===== src/rtl/flash_adc_pkg.sv =====
// Shared constants, types and helpers for the 5-bit flash ADC.
// The reference ladder is uniform: tap i sits at VREF_STEP*(i+1).
package flash_adc_pkg;

  localparam int unsigned NUM_COMP  = 31;
  localparam int unsigned VREF_STEP = 8;
  localparam int unsigned IN_W      = 8;
  localparam int unsigned OUT_W     = 5;

  typedef logic [IN_W-1:0]     sample_t;
  typedef logic [NUM_COMP-1:0] therm_t;
  typedef logic [OUT_W-1:0]    code_t;

  function automatic sample_t vref(input int unsigned idx);
    return sample_t'((idx + 1) * VREF_STEP);
  endfunction

  function automatic code_t bin2gray(input code_t bin);
    return bin ^ (bin >> 1);
  endfunction

endpackage


===== src/rtl/adc_comparator_ladder.sv =====
// Combinational comparator ladder with single-bubble suppression.
// Produces a thermometer code where tc[i] = diff > vref(i), cleaned of isolated ones.
module adc_comparator_ladder
  import flash_adc_pkg::*;
(
  input  logic [IN_W-1:0]     diff,
  output logic [NUM_COMP-1:0] therm_tc
);

  therm_t therm;

  always_comb begin
    therm = '0;
    for (int unsigned i = 0; i < NUM_COMP; i++) begin
      therm[i] = (diff > vref(i));
    end
  end

  // A tap only counts if the tap below it also fired.
  always_comb begin
    therm_tc    = '0;
    therm_tc[0] = therm[0];
    for (int unsigned i = 1; i < NUM_COMP; i++) begin
      therm_tc[i] = therm[i] & therm[i-1];
    end
  end

endmodule


===== src/rtl/flash_adc_5bit_top.sv =====
// Two-stage flash ADC: stage 1 registers the wrapped input difference,
// stage 2 registers the Gray-coded population count of the ladder output.
module flash_adc_5bit_top
  import flash_adc_pkg::*;
(
  input  logic              clk,
  input  logic              rst,
  input  logic [IN_W-1:0]   vin_p,
  input  logic [IN_W-1:0]   vin_n,
  output logic [OUT_W-1:0]  gray_out,
  output logic              out_valid
);

  sample_t diff_d, diff_q;
  code_t   gray_d, gray_q;
  logic [1:0] valid_d, valid_q;
  therm_t  therm_tc;
  code_t   bin;

  adc_comparator_ladder u_ladder (
    .diff     (diff_q),
    .therm_tc (therm_tc)
  );

  always_comb begin
    diff_d = vin_p - vin_n;
  end

  always_comb begin
    bin = '0;
    for (int unsigned i = 0; i < NUM_COMP; i++) begin
      bin = bin + code_t'(therm_tc[i]);
    end
  end

  always_comb begin
    gray_d  = bin2gray(bin);
    valid_d = {valid_q[0], 1'b1};
  end

  always_ff @(posedge clk) begin
    if (rst) begin
      diff_q  <= '0;
      gray_q  <= '0;
      valid_q <= '0;
    end else begin
      diff_q  <= diff_d;
      gray_q  <= gray_d;
      valid_q <= valid_d;
    end
  end

  assign gray_out  = gray_q;
  assign out_valid = valid_q[1];

endmodule


===== config.mk =====
export PLATFORM = sky130hd
export DESIGN_NAME = flash_adc_5bit_top
export DESIGN_NICKNAME = d
export VERILOG_FILES = /design/src/rtl/flash_adc_pkg.sv /design/src/rtl/adc_comparator_ladder.sv /design/src/rtl/flash_adc_5bit_top.sv
export SDC_FILE = /design/constraint.sdc
export NUM_CORES = 1
export LEC_CHECK = 0
export BUFFER_PORTS_ARGS = -buffer_cell sky130_fd_sc_hd__buf_2
export CORE_ASPECT_RATIO = 0.9
export CORE_MARGIN = 5
export CORE_UTILIZATION = 58
export CTS_CLUSTER_DIAMETER = 60
export DETAILED_ROUTE_END_ITERATION = 7
export GPL_ROUTABILITY_DRIVEN = 1
export HOLD_SLACK_MARGIN = 0.05
export PLACE_DENSITY = 0.77
export SYNTH_ARGS = -nofsm -noshare
export SYNTH_HDL_FRONTEND = slang
export SYNTH_SLANG_ARGS = --single-unit

===== constraint.sdc =====
create_clock -name clk -period 7.05 [get_ports clk]
set_input_delay 1.0575 -clock clk [delete_from_list [all_inputs] [get_ports clk]]
set_output_delay 1.0575 -clock clk [all_outputs]
set_load 0.05 [all_outputs]

# [Word-level counts from Yosys, hierarchy flattened]
# Index checks and enable logic that the tools add are counted.
[word_totals] regBits=15 latch_bits=0 ram_bits=0 mem_bits_ro=0 input_bits=18 output_inout_bits=6 n_memories=0
[classes] n_addsub=31 n_mul=0 n_div=0 n_lt_le_gt_ge=31 n_eq_ne=0 n_shift=0 mux=1 bitwise=31 n_reduce_logical=0
[op_table] cell="$add A5 B1 Y5" count=26
[op_table] cell="$gt A8 B8 Y1 const B" count=16
[op_table] cell="$gt A8 B7 Y1 const B" count=8
[op_table] cell="$gt A8 B6 Y1 const B" count=4
[op_table] cell="$and A1 B1 Y1" count=30
[op_table] cell="$gt A8 B5 Y1 const B" count=2
[op_table] cell="$gt A8 B4 Y1 const B" count=1
[op_table] cell="$sub A8 B8 Y8" count=1
[op_table] cell="$add A4 B1 Y5" count=1
[op_table] cell="$xor A5 B4 Y5" count=1
[op_table] cell="$add A3 B1 Y4" count=1
[op_table] cell="$add A2 B1 Y3" count=1
[op_table] cell="$add A1 B1 Y2" count=1
[op_table] cell="$mux W1" count=1

# [Longest topological paths before layout]
# Gate-level depths: netlist (run 1).
[depth] ltp_word=33 mapped_depth=22

# [Cells and area by module]
# A second synthesis (run 1) with hierarchy kept.
[hier_totals] hier_cells=229 area_unflattened_um2=1930.6
[by_module_without_submodules] mod="flash_adc_5bit_top" n_inst=1 cells_each=166 area_per_inst_um2=1530.2 seq_area_each_um2=300.3
[by_module_without_submodules] mod="adc_comparator_ladder" n_inst=1 cells_each=63 area_per_inst_um2=400.4 seq_area_each_um2=0.0

# [Worst setup path before layout (run 1)]
# OpenSTA, ideal clock, no wires.
[synth_path] kind="register to register" from="register diff_q[0]" to="register gray_q[3], in the netlist gray_out[3]" setup_time_ns=0.128 arrival_ns=5.643 required_ns=6.922 path_slack_ns=1.279 path_stages_with_launch=22 n_path_buf=0 cell_sequence="dfxtp_1 > or3_4 > and3_2 > or2_2 > a21oi_1 > fa_1 > inv_1 > fa_1 > inv_1 > fa_1 > fa_1 > fa_1 > inv_1 > fa_1 > fa_1 > inv_1 > fa_1 > nand2b_1 > a21oi_1 > xor2_1 > xnor2_1 > nor2_1"
[synth_via] elab_chain_cells=33 elab_cells_between_ends=92
[synth_lines] element="from (decl)" line_no="flash_adc_5bit_top.sv:14" source="sample_t diff_d, diff_q;"
[synth_lines] element="from (signal assigned)" line_no="flash_adc_5bit_top.sv:47" source="diff_q <= diff_d;"
[synth_lines] element="$gt A8 B5 Y1 / $gt A8 B4 Y1 (equally long branches)" line_no="adc_comparator_ladder.sv:15" source="therm[i] = (diff > vref(i));"
[synth_lines] element="$and A1 B1 Y1" line_no="adc_comparator_ladder.sv:24" source="therm_tc[i] = therm[i] & therm[i-1];"
[synth_lines] element="$add A1 B1 Y2" line_no="flash_adc_5bit_top.sv:32" source="bin = bin + code_t'(therm_tc[i]);"
[synth_lines] element="$add A2 B1 Y3" line_no="flash_adc_5bit_top.sv:32"
[synth_lines] element="$add A3 B1 Y4" line_no="flash_adc_5bit_top.sv:32"
[synth_lines] element="$add A4 B1 Y5" line_no="flash_adc_5bit_top.sv:32"
[synth_lines] element="$add A5 B1 Y5 (25 in series)" line_no="flash_adc_5bit_top.sv:32"
[synth_lines] element="$add A5 B1 Y5 *" line_no="flash_adc_5bit_top.sv:32"
[synth_lines] element="$xor A5 B4 Y5 *" line_no="flash_adc_pkg.sv:19" source="return bin ^ (bin >> 1);"
[synth_lines] element="to (signal assigned)" line_no="flash_adc_5bit_top.sv:48" source="gray_q <= gray_d;"
[synth_lines] element="to (decl)" line_no="flash_adc_5bit_top.sv:15" source="code_t gray_d, gray_q;"
# Every way passes the cells marked *; elsewhere a longest branch is shown, timed or not.
# A chain may end at the register's enable or synchronous reset.

# [Worst setup path in the final report (run 1)]
# Same ends and word-level chain as after synthesis.

==> run summary, run 1 <==
Buffers on Ports: 23
Required @ worst endpoint: 7230 ps
Grt total ovfl: 0
RSZ-0062 raised after global routing: no
Clock sinks: 15
Period utilization: 0.858
CTS tree: done
Kind of critical path: flop to flop
Worst skew pair latency: 280 ps
Setup bufs post-CTS: 0
Dominant synthesized flop cell: dfxtp_1
Hold path start: valid_q[0]
Critical Path Source Type: flop
Status: complete, no violations
Cell row count: 18
Final min period: 6050 ps
DR WL/cell: 12.0 microns
Starting DRT DRC Count: 84
CTS root buf: clkbuf_4
CP Capture Type: flop
Top cell family by delay on the critical path: adder cells
Core area: 0.00279 sq mm
Final Setup Violations: 0
Worst reg2reg setup slack: 1000 ps
Critical path data arrival time: 6230 ps
Initial antenna violation count: 0
DR vias: 1353
ANT nets after route: 0
Vias in the first global route: 1378
# diodes: 0
Max_cap viols: 0
Sum Neg Setup Slack: 0 ps
Area contributors post-synth: fa_1 (28%), dfxtp_1 (17%), ha_1 (10%)
Syn_area_per_cell: 8.73 sq um
Synth async-reset ratio: 0
Post-Syn Area: 0.00172 sq mm
CTS Buf Count: 3
Clock Skew: 7.52 ps
1st-pass router iterations: 4
Hold Crit Class: flop to flop
Hold path cells: 1
CTS Buffer Depth: 2
Synth top cells by count: inv_1 (35), fa_1 (24), dfxtp_1 (15)
Worst-Margin Slew: 741 ps
Slowest stage delay, CP: 560 ps
Routability cong.: 0.852
Global-route wire length before repair: 5610 microns
Hold Vio Cnt, Final: 0
Total wire length: 3100 microns
Initial Utilization: 0.616
CTS hold repair buffers: 0
Sequential share of the synthesized area: 0.175
Die X-Extent: 67.4 microns
Total die area: 0.00416 sq mm
Synth unique cells: 34
Total GRT Usage: 0.178
Final net count: 275
CP cell instances: or3_4, and3_2, or2_2, a21oi_1, fa_1, inv_1, fa_1, inv_1, fa_1, fa_1, fa_1, inv_1, fa_1, fa_1, inv_1, fa_1, nand2b_1, a21oi_1, xor2_1, xnor2_1, nor2_1
WP buf/inv: 4
Most numerous cell in the Yosys netlist: inv_1
Final Slew Violations: 0
Area grow syn2layout: 9.89%
Mapped Cells: 197
Most used cell, CP: fa_1
Hold EP: valid_q[1]
I/O pins: 24
Number of synthesized flops with an enable pin: 0
Fill cells: 258
Synth Register Bits: 15
Worst reg2reg path endpoint: gray_out[3]
YS warnings: 0
Leading area contributor after synthesis: fa_1
CP max stage cell: fa_1
Crit-path max FO: 5
Share of layout cells above drive strength 1: 0.151
R2r startpoint: diff_q[0]
Number of H-tree levels: 1
Slew HR: 0.505
Largest net degree at the start of global routing: 27
Hpwl dp: 2640 microns
Number of remaining DRC errors: 0
Area share of the largest cell type after synthesis: 0.279
Worst-path clk slew: 90 ps
F_max: 165 MHz
CTS-repair resized insts: 0
Hold Worst Slack: 460 ps
Reg2reg path depth: 21
Vias/cell: 5.24
Die Y: 61.7 microns
Syn nets: 253
-- registers in the layout (all words and copies together), names as in the netlist --
| signal | count |
|---|---|
| diff_q | 8 |
| gray_out | 5 |
| valid_q | 2 |
-- through the flow --
stage	cell area (sq um)	setup slack, ps	cells	utilization
detailed placement	1860	1010	254	0.667
CTS	1890	976	258	0.677
global route	1890	579	258	0.677
global placement	1860	1120	254	0.667
floorplan	1720	1280	197	-
finish	1890	999	258	0.677
-- per-layer routing --
layer,share of wire,vias to the layer above,routed length [microns],GRT usage
met5,0,-,0,0
met4,0.0074,0,23,0.0434
met3,0.049,2,153,0.0420
met2,0.49,30,1510,0.305
met1,0.45,636,1410,0.230
li1,-,685,-,-
-- cells in the final DEF, fill, tap and decap left out, types with 3 or more instances in the layout --
cell type | netlist | layout
nor2_1 | 13 | 13
dfxtp_1 | 15 | 15
clkbuf_4 | 0 | 3
nand2b_1 | 3 | 3
xnor2_1 | 3 | 3
xor2_1 | 5 | 5
nand4_1 | 4 | 4
ha_1 | 14 | 14
o21ai_0 | 11 | 11
a21oi_1 | 9 | 9
nor2b_1 | 5 | 5
fa_1 | 24 | 24
inv_1 | 35 | 35
buf_2 | 0 | 23
nand2_1 | 10 | 10
nor3_1 | 7 | 7
o21a_1 | 5 | 5
-- how the worst max path moves through the flow --
stage	start	cells past startpoint	end	slack, ps
floorplan	diff_q[0]	21	gray_out[3]	1280
global placement	diff_q[0]	21	gray_out[3]	1120
detailed placement	diff_q[0]	21	gray_out[3]	1010
CTS	diff_q[0]	21	gray_out[3]	980
global route	diff_q[0]	20	gray_out[3]	580
finish	diff_q[0]	21	gray_out[3]	1000
-- logic make-up after synthesis --
| family | Yosys count | synth area share |
|---|---|---|
| adders and majority gates | 38 | 0.381 |
| DFF | 15 | 0.175 |
| xor gates and xnor gates | 8 | 0.0407 |
| and+or+nand+nor | 60 | 0.191 |
| buffers and inverters | 41 | 0.0895 |
| AOI/OAI and AO/OA | 35 | 0.124 |
-- final cells by class --
class | instances | area, sq um | share of cell area
inverters | 35 | 131 | 0.0695
flip-flops and latches | 15 | 300 | 0.159
well taps | 40 | 50.0 | 0.0265
clock buffers | 3 | 22.5 | 0.0119
repair buffers | 23 | 115 | 0.0609
multi-input cells | 141 | 1270 | 0.670
clock inverters | 1 | 5.00 | 0.00265
Power of run 1 is not shown: default switching activity piles up to over one toggle a cycle in this logic, so the estimate is an artifact.
==> inputs of run 2 (changes only) <==
--- a/config.mk
+++ b/config.mk
@@ -6,12 +6,12 @@
 export NUM_CORES = 1
 export LEC_CHECK = 0
 export BUFFER_PORTS_ARGS = -buffer_cell sky130_fd_sc_hd__buf_2
-export CORE_ASPECT_RATIO = 0.9
-export CORE_MARGIN = 5
+export CORE_ASPECT_RATIO = 1.1
 export CORE_UTILIZATION = 58
 export CTS_CLUSTER_DIAMETER = 60
 export DETAILED_ROUTE_END_ITERATION = 7
 export GPL_ROUTABILITY_DRIVEN = 1
+export GPL_TIMING_DRIVEN = 0
 export HOLD_SLACK_MARGIN = 0.05
 export PLACE_DENSITY = 0.77
 export SYNTH_ARGS = -nofsm -noshare
==> run 2 against run 1 <==
- clock skew fell by 5.2 ps
- count of clock-buffer cells in the layout is the same
- first-iteration DRC count shrank 57%
- highest routed layer unchanged
==> run summary, run 2 (same netlist as run 1, synthesis figures left out) <==
Status: complete, no violations
ANT nets after route: 0 (unchanged)
Slew HR: 0.696 (+0.190)
Period utilization: 0.876 (+0.0175)
Clock sinks: 15 (unchanged)
Buffers on Ports: 23 (unchanged)
F_max: 162 MHz (-2.0%)
Most frequent cells in the layout: inv_1 (35), fa_1 (24), buf_2 (23)
CTS Buf Count: 3 (unchanged)
GRT met3 Usage: 0.0641 (+0.0221)
Starting DRT DRC Count: 36 (-57%)
Commonest non-fill, non-tap cell in the layout: inv_1
Max_cap viols: 0 (unchanged)
DR WL/cell: 13.1 microns (+9.4%)
Worst skew pair latency: 290 ps (about the same)
CTS root buf: clkbuf_4
CTS hold repair buffers: 0 (unchanged)
Cell row count: 20 (+2)
Hpwl dp: 2950 microns (+12%)
Largest reg by FF count: diff_q
Grt total ovfl: 0 (unchanged)
Hold Crit Class: flop to flop
Fill cells: 256 (-0.78%)
# diodes: 0 (unchanged)
Vias in the first global route: 1411 (+2.4%)
Critical Path Source Type: flop
Number of flip-flops in the largest register: 8 (unchanged)
Hold Vio Cnt, Final: 0 (unchanged)
Number of remaining DRC errors: 0 (unchanged)
Critical path data arrival time: 6350 ps (+120 ps)
CTS-repair resized insts: 0 (unchanged)
Die X-Extent: 53.9 microns (-20%)
Required @ worst endpoint: 7220 ps (about the same)
CP Capture Type: flop
Kind of critical path: flop to flop
Crit-path max FO: 5 (unchanged)
Met2 track demand over resource: 0.436 (+0.130)
Initial Utilization: 0.614 (-0.00220)
Core area: 0.00280 sq mm (+0.36%)
CTS Buffer Depth: 2 (unchanged)
Total GRT Usage: 0.264 (+0.0863)
Worst-Margin Slew: 456 ps (-285 ps)
Final Setup Violations: 0 (unchanged)
Area grow syn2layout: 10.8%
GR Layer Usage met1: 0.343 (+0.114)
Largest net degree at the start of global routing: 11 (-59%)
Global-route wire length before repair: 6110 microns (+9.0%)
Worst-path clk slew: 90 ps (about the same)
Final Slew Violations: 0 (unchanged)
Share of layout cells above drive strength 1: 0.147 (-0.00405)
RSZ-0062 raised after global routing: no
Final min period: 6170 ps (+124 ps)
Routability cong.: 0.933 (+9.4%)
Number of H-tree levels: 1 (unchanged)
Total die area: 0.00319 sq mm (-23%)
I/O pins: 24 (unchanged)
Setup bufs post-CTS: 0 (unchanged)
Initial antenna violation count: 0 (unchanged)
DR vias: 1422 (+5.1%)
1st-pass router iterations: 4 (unchanged)
Total wire length: 3380 microns (+9.0%)
GRT Max-Usage Layer: met2
Clock Skew: 2.37 ps (-5.15 ps)
CTS tree: done
Final net count: 281 (+2.2%)
Vias/cell: 5.53 (+5.5%)
Sum Neg Setup Slack: 0 ps (unchanged)
Die Y: 59.1 microns (-4.1%)
[run 2: through the flow]
| step | utilization | hold slack, ps | cells | setup WS, ps | cell area (sq um) |
|---|---|---|---|---|---|
| floorplan | - | 414 | 197 | 1280 | 1720 |
| global placement | 0.670 | 440 | 253 | 961 | 1880 |
| CTS | 0.680 | 477 | 257 | 814 | 1910 |
| detailed placement | 0.670 | 460 | 253 | 834 | 1880 |
| finish | 0.680 | 477 | 257 | 876 | 1910 |
| global route | 0.680 | 481 | 257 | 470 | 1910 |
[run 2: final timing paths]
kind         startpoint          end  slack, ps  cells after the start
max           diff_q[0]  gray_out[3]        880                     21
min          valid_q[0]   valid_q[1]        480                      1
max reg2reg   diff_q[0]  gray_out[3]        880                     21
min reg2reg  valid_q[0]   valid_q[1]        480                      1
[run 2: cell type report]
cell class                      instances  area (sq um)  area share
Multi-Input combinational cell        141          1270       0.664
Timing Repair Buffer                   23           115      0.0604
Clock buffer                            3          22.5      0.0118
Inverter                               35           131      0.0689
Sequential cell                        15           300       0.157
Clock inverter                          1          7.51     0.00394
Buffer                                  6          22.5      0.0118
Tap cell                               33          41.3      0.0217
[run 2: worst max-delay path, cell delays in order, from the launching register on]
cell      delay (ps)
dfxtp_1          310
or3_4            400
and3_2           240
or2_2            300
a21oi_1          180
fa_1             430
inv_1             70
fa_1             410
inv_1             90
fa_1             430
fa_1             540
fa_1             560
inv_1             60
fa_1             570
fa_1             210
inv_1             60
fa_1             390
nand2b_1         160
a21oi_1          150
xor2_1           270
xnor2_1          160
nor2_1            60
[run 2: routing by layer]
metal	up-vias	wire length [microns]
li1	705	-
met4	0	68
met1	667	1500
met3	9	153
met2	41	1650
met5	-	0
Power of run 2 is left out for the same reason.
==> inputs of run 3 (changes only) <==
--- a/config.mk
+++ b/config.mk
@@ -7,13 +7,14 @@
 export LEC_CHECK = 0
 export BUFFER_PORTS_ARGS = -buffer_cell sky130_fd_sc_hd__buf_2
 export CORE_ASPECT_RATIO = 1.1
-export CORE_UTILIZATION = 58
+export CORE_UTILIZATION = 60
+export CTS_BUF_LIST = sky130_fd_sc_hd__clkbuf_4
 export CTS_CLUSTER_DIAMETER = 60
 export DETAILED_ROUTE_END_ITERATION = 7
 export GPL_ROUTABILITY_DRIVEN = 1
 export GPL_TIMING_DRIVEN = 0
 export HOLD_SLACK_MARGIN = 0.05
-export PLACE_DENSITY = 0.77
+export PLACE_DENSITY = 0.8
 export SYNTH_ARGS = -nofsm -noshare
 export SYNTH_HDL_FRONTEND = slang
 export SYNTH_SLANG_ARGS = --single-unit
==> run 3 against run 2 <==
- worst setup slack gained 86 ps
- global-route usage shrank 0.68 points
- worst hold slack lost 17 ps
- clock skew grew 9.3 ps
- first-iteration DRC count grew 44%
- wire length shrank 2.2%
- final cell count is the same
- non-clock buffer count is the same
- count of clock-buffer cells in the layout is the same
- die area shrank 3.2%
- register-to-register slack gained 90 ps
- critical endpoint unchanged
==> run summary, run 3 (same netlist as run 1, synthesis figures left out) <==
CTS-repair resized insts: 0 (unchanged)
Final net count: 281 (unchanged)
Hold path start: valid_q[0]
Largest reg by FF count: diff_q
Worst reg2reg setup slack: 960 ps (+90 ps)
Final Slew Violations: 0 (unchanged)
Die Y: 58.2 microns (-1.6%)
I/O pins: 24 (unchanged)
Final min period: 6090 ps (-85.7 ps)
Total wire length: 3300 microns (-2.2%)
Kind of critical path: flop to flop
CTS Buffer Depth: 2 (unchanged)
Hold Vio Cnt, Final: 0 (unchanged)
Initial Utilization: 0.625 (+0.0112)
Share of layout cells above drive strength 1: 0.147 (unchanged)
Global-route wire length before repair: 5890 microns (-3.6%)
Total GRT Usage: 0.258 (-0.00681)
CP cell instances: or3_4, and3_2, or2_2, a21oi_1, fa_1, inv_1, fa_1, inv_1, fa_1, fa_1, fa_1, inv_1, fa_1, fa_1, inv_1, fa_1, nand2b_1, a21oi_1, xor2_1, xnor2_1, nor2_1
Most used cell, CP: fa_1
CTS Buf Count: 3 (unchanged)
Buffers on Ports: 23 (unchanged)
Die X-Extent: 53.1 microns (-1.6%)
Total die area: 0.00309 sq mm (-3.2%)
Worst-path clk slew: 90 ps (about the same)
ANT nets after route: 0 (unchanged)
Starting DRT DRC Count: 52 (+44%)
Critical Path Source Type: flop
Sum Neg Setup Slack: 0 ps (unchanged)
Number of remaining DRC errors: 0 (unchanged)
Final Setup Violations: 0 (unchanged)
Worst skew pair latency: 280 ps (about the same)
Status: complete, no violations
DR vias: 1415 (-0.49%)
Setup bufs post-CTS: 0 (unchanged)
CTS hold repair buffers: 0 (unchanged)
Routability cong.: 0.915 (-1.9%)
WP buf/inv: 4 (unchanged)
Core area: 0.00275 sq mm (-1.8%)
CTS root buf: clkbuf_4
Period utilization: 0.864 (-0.0122)
DR WL/cell: 12.8 microns (-2.2%)
Largest net degree at the start of global routing: 11 (unchanged)
Clock sinks: 15 (unchanged)
CP max stage cell: fa_1
Critical path data arrival time: 6260 ps (-90 ps)
Grt total ovfl: 0 (unchanged)
Max_cap viols: 0 (unchanged)
Hpwl dp: 2870 microns (-2.5%)
Slew HR: 0.706 (+0.0104)
CTS tree: done
Required @ worst endpoint: 7220 ps (about the same)
Reg2reg path depth: 21 (unchanged)
Hold EP: valid_q[1]
Top cell family by delay on the critical path: adder cells
1st-pass router iterations: 4 (unchanged)
Slowest stage delay, CP: 580 ps (about the same)
# diodes: 0 (unchanged)
Commonest non-fill, non-tap cell in the layout: inv_1
Cell row count: 20 (unchanged)
Most frequent cells in the layout: inv_1 (35), fa_1 (24), buf_2 (23)
Initial antenna violation count: 0 (unchanged)
Area grow syn2layout: 10.7%
Crit-path max FO: 5 (unchanged)
CP Capture Type: flop
Fill cells: 240 (-6.3%)
Vias/cell: 5.51 (-0.49%)
F_max: 164 MHz (+1.4%)
Sequential Area: 300 sq um (unchanged)
Hold Crit Class: flop to flop
Number of flip-flops in the largest register: 8 (unchanged)
RSZ-0062 raised after global routing: no
Multi-input logic area: 0.00127 sq mm (unchanged)
R2r startpoint: diff_q[0]
Worst reg2reg path endpoint: gray_out[3]
Vias in the first global route: 1464 (+3.8%)
Hold path cells: 1 (unchanged)
Clock Skew: 11.7 ps (+9.31 ps)
Worst-Margin Slew: 441 ps (-15.5 ps)
Number of H-tree levels: 1 (unchanged)
-- run 3: changes by cell type in the layout (fill, tap and decap cells not counted) --
cell and change:
clkinv_2 +1, clkinvlp_4 -1
-- run 3: layout make-up --
cell class              instances  area share
flip-flops and latches         15       0.158
plain buffers                   6      0.0118
clock buffers                   3      0.0118
clock inverters                 1     0.00263
repair buffers                 23      0.0604
inverters                      35      0.0690
multi-input cells             141       0.665
well taps                      33      0.0217
-- run 3: layer usage --
layer  vias up  share of wire  track usage
met4         0          0.024        0.117
met1       668           0.41        0.281
met5         -              0            0
met2        37           0.54        0.488
met3        10          0.026       0.0210
li1        700              -            -
-- run 3: how the worst max path moves through the flow --
stage,startpoint,to,cells past startpoint
after floorplan,diff_q[0],gray_out[3],21
after global placement,diff_q[0],gray_out[3],21
after detailed placement,diff_q[0],gray_out[3],21
after CTS,diff_q[0],gray_out[3],21
after global routing,diff_q[0],gray_out[3],21
final,diff_q[0],gray_out[3],21
-- run 3: stage by stage --
stage,instance area [sq um],util,setup slack (ps),hold slack (ps),std cells
final,1900,0.692,961,461,257
after CTS,1900,0.692,934,464,257
after floorplan,1720,-,1280,414,197
after global placement,1880,0.682,1020,430,253
after global routing,1900,0.692,601,492,257
after detailed placement,1880,0.682,938,444,253
Power of run 3 is left out for the same reason.
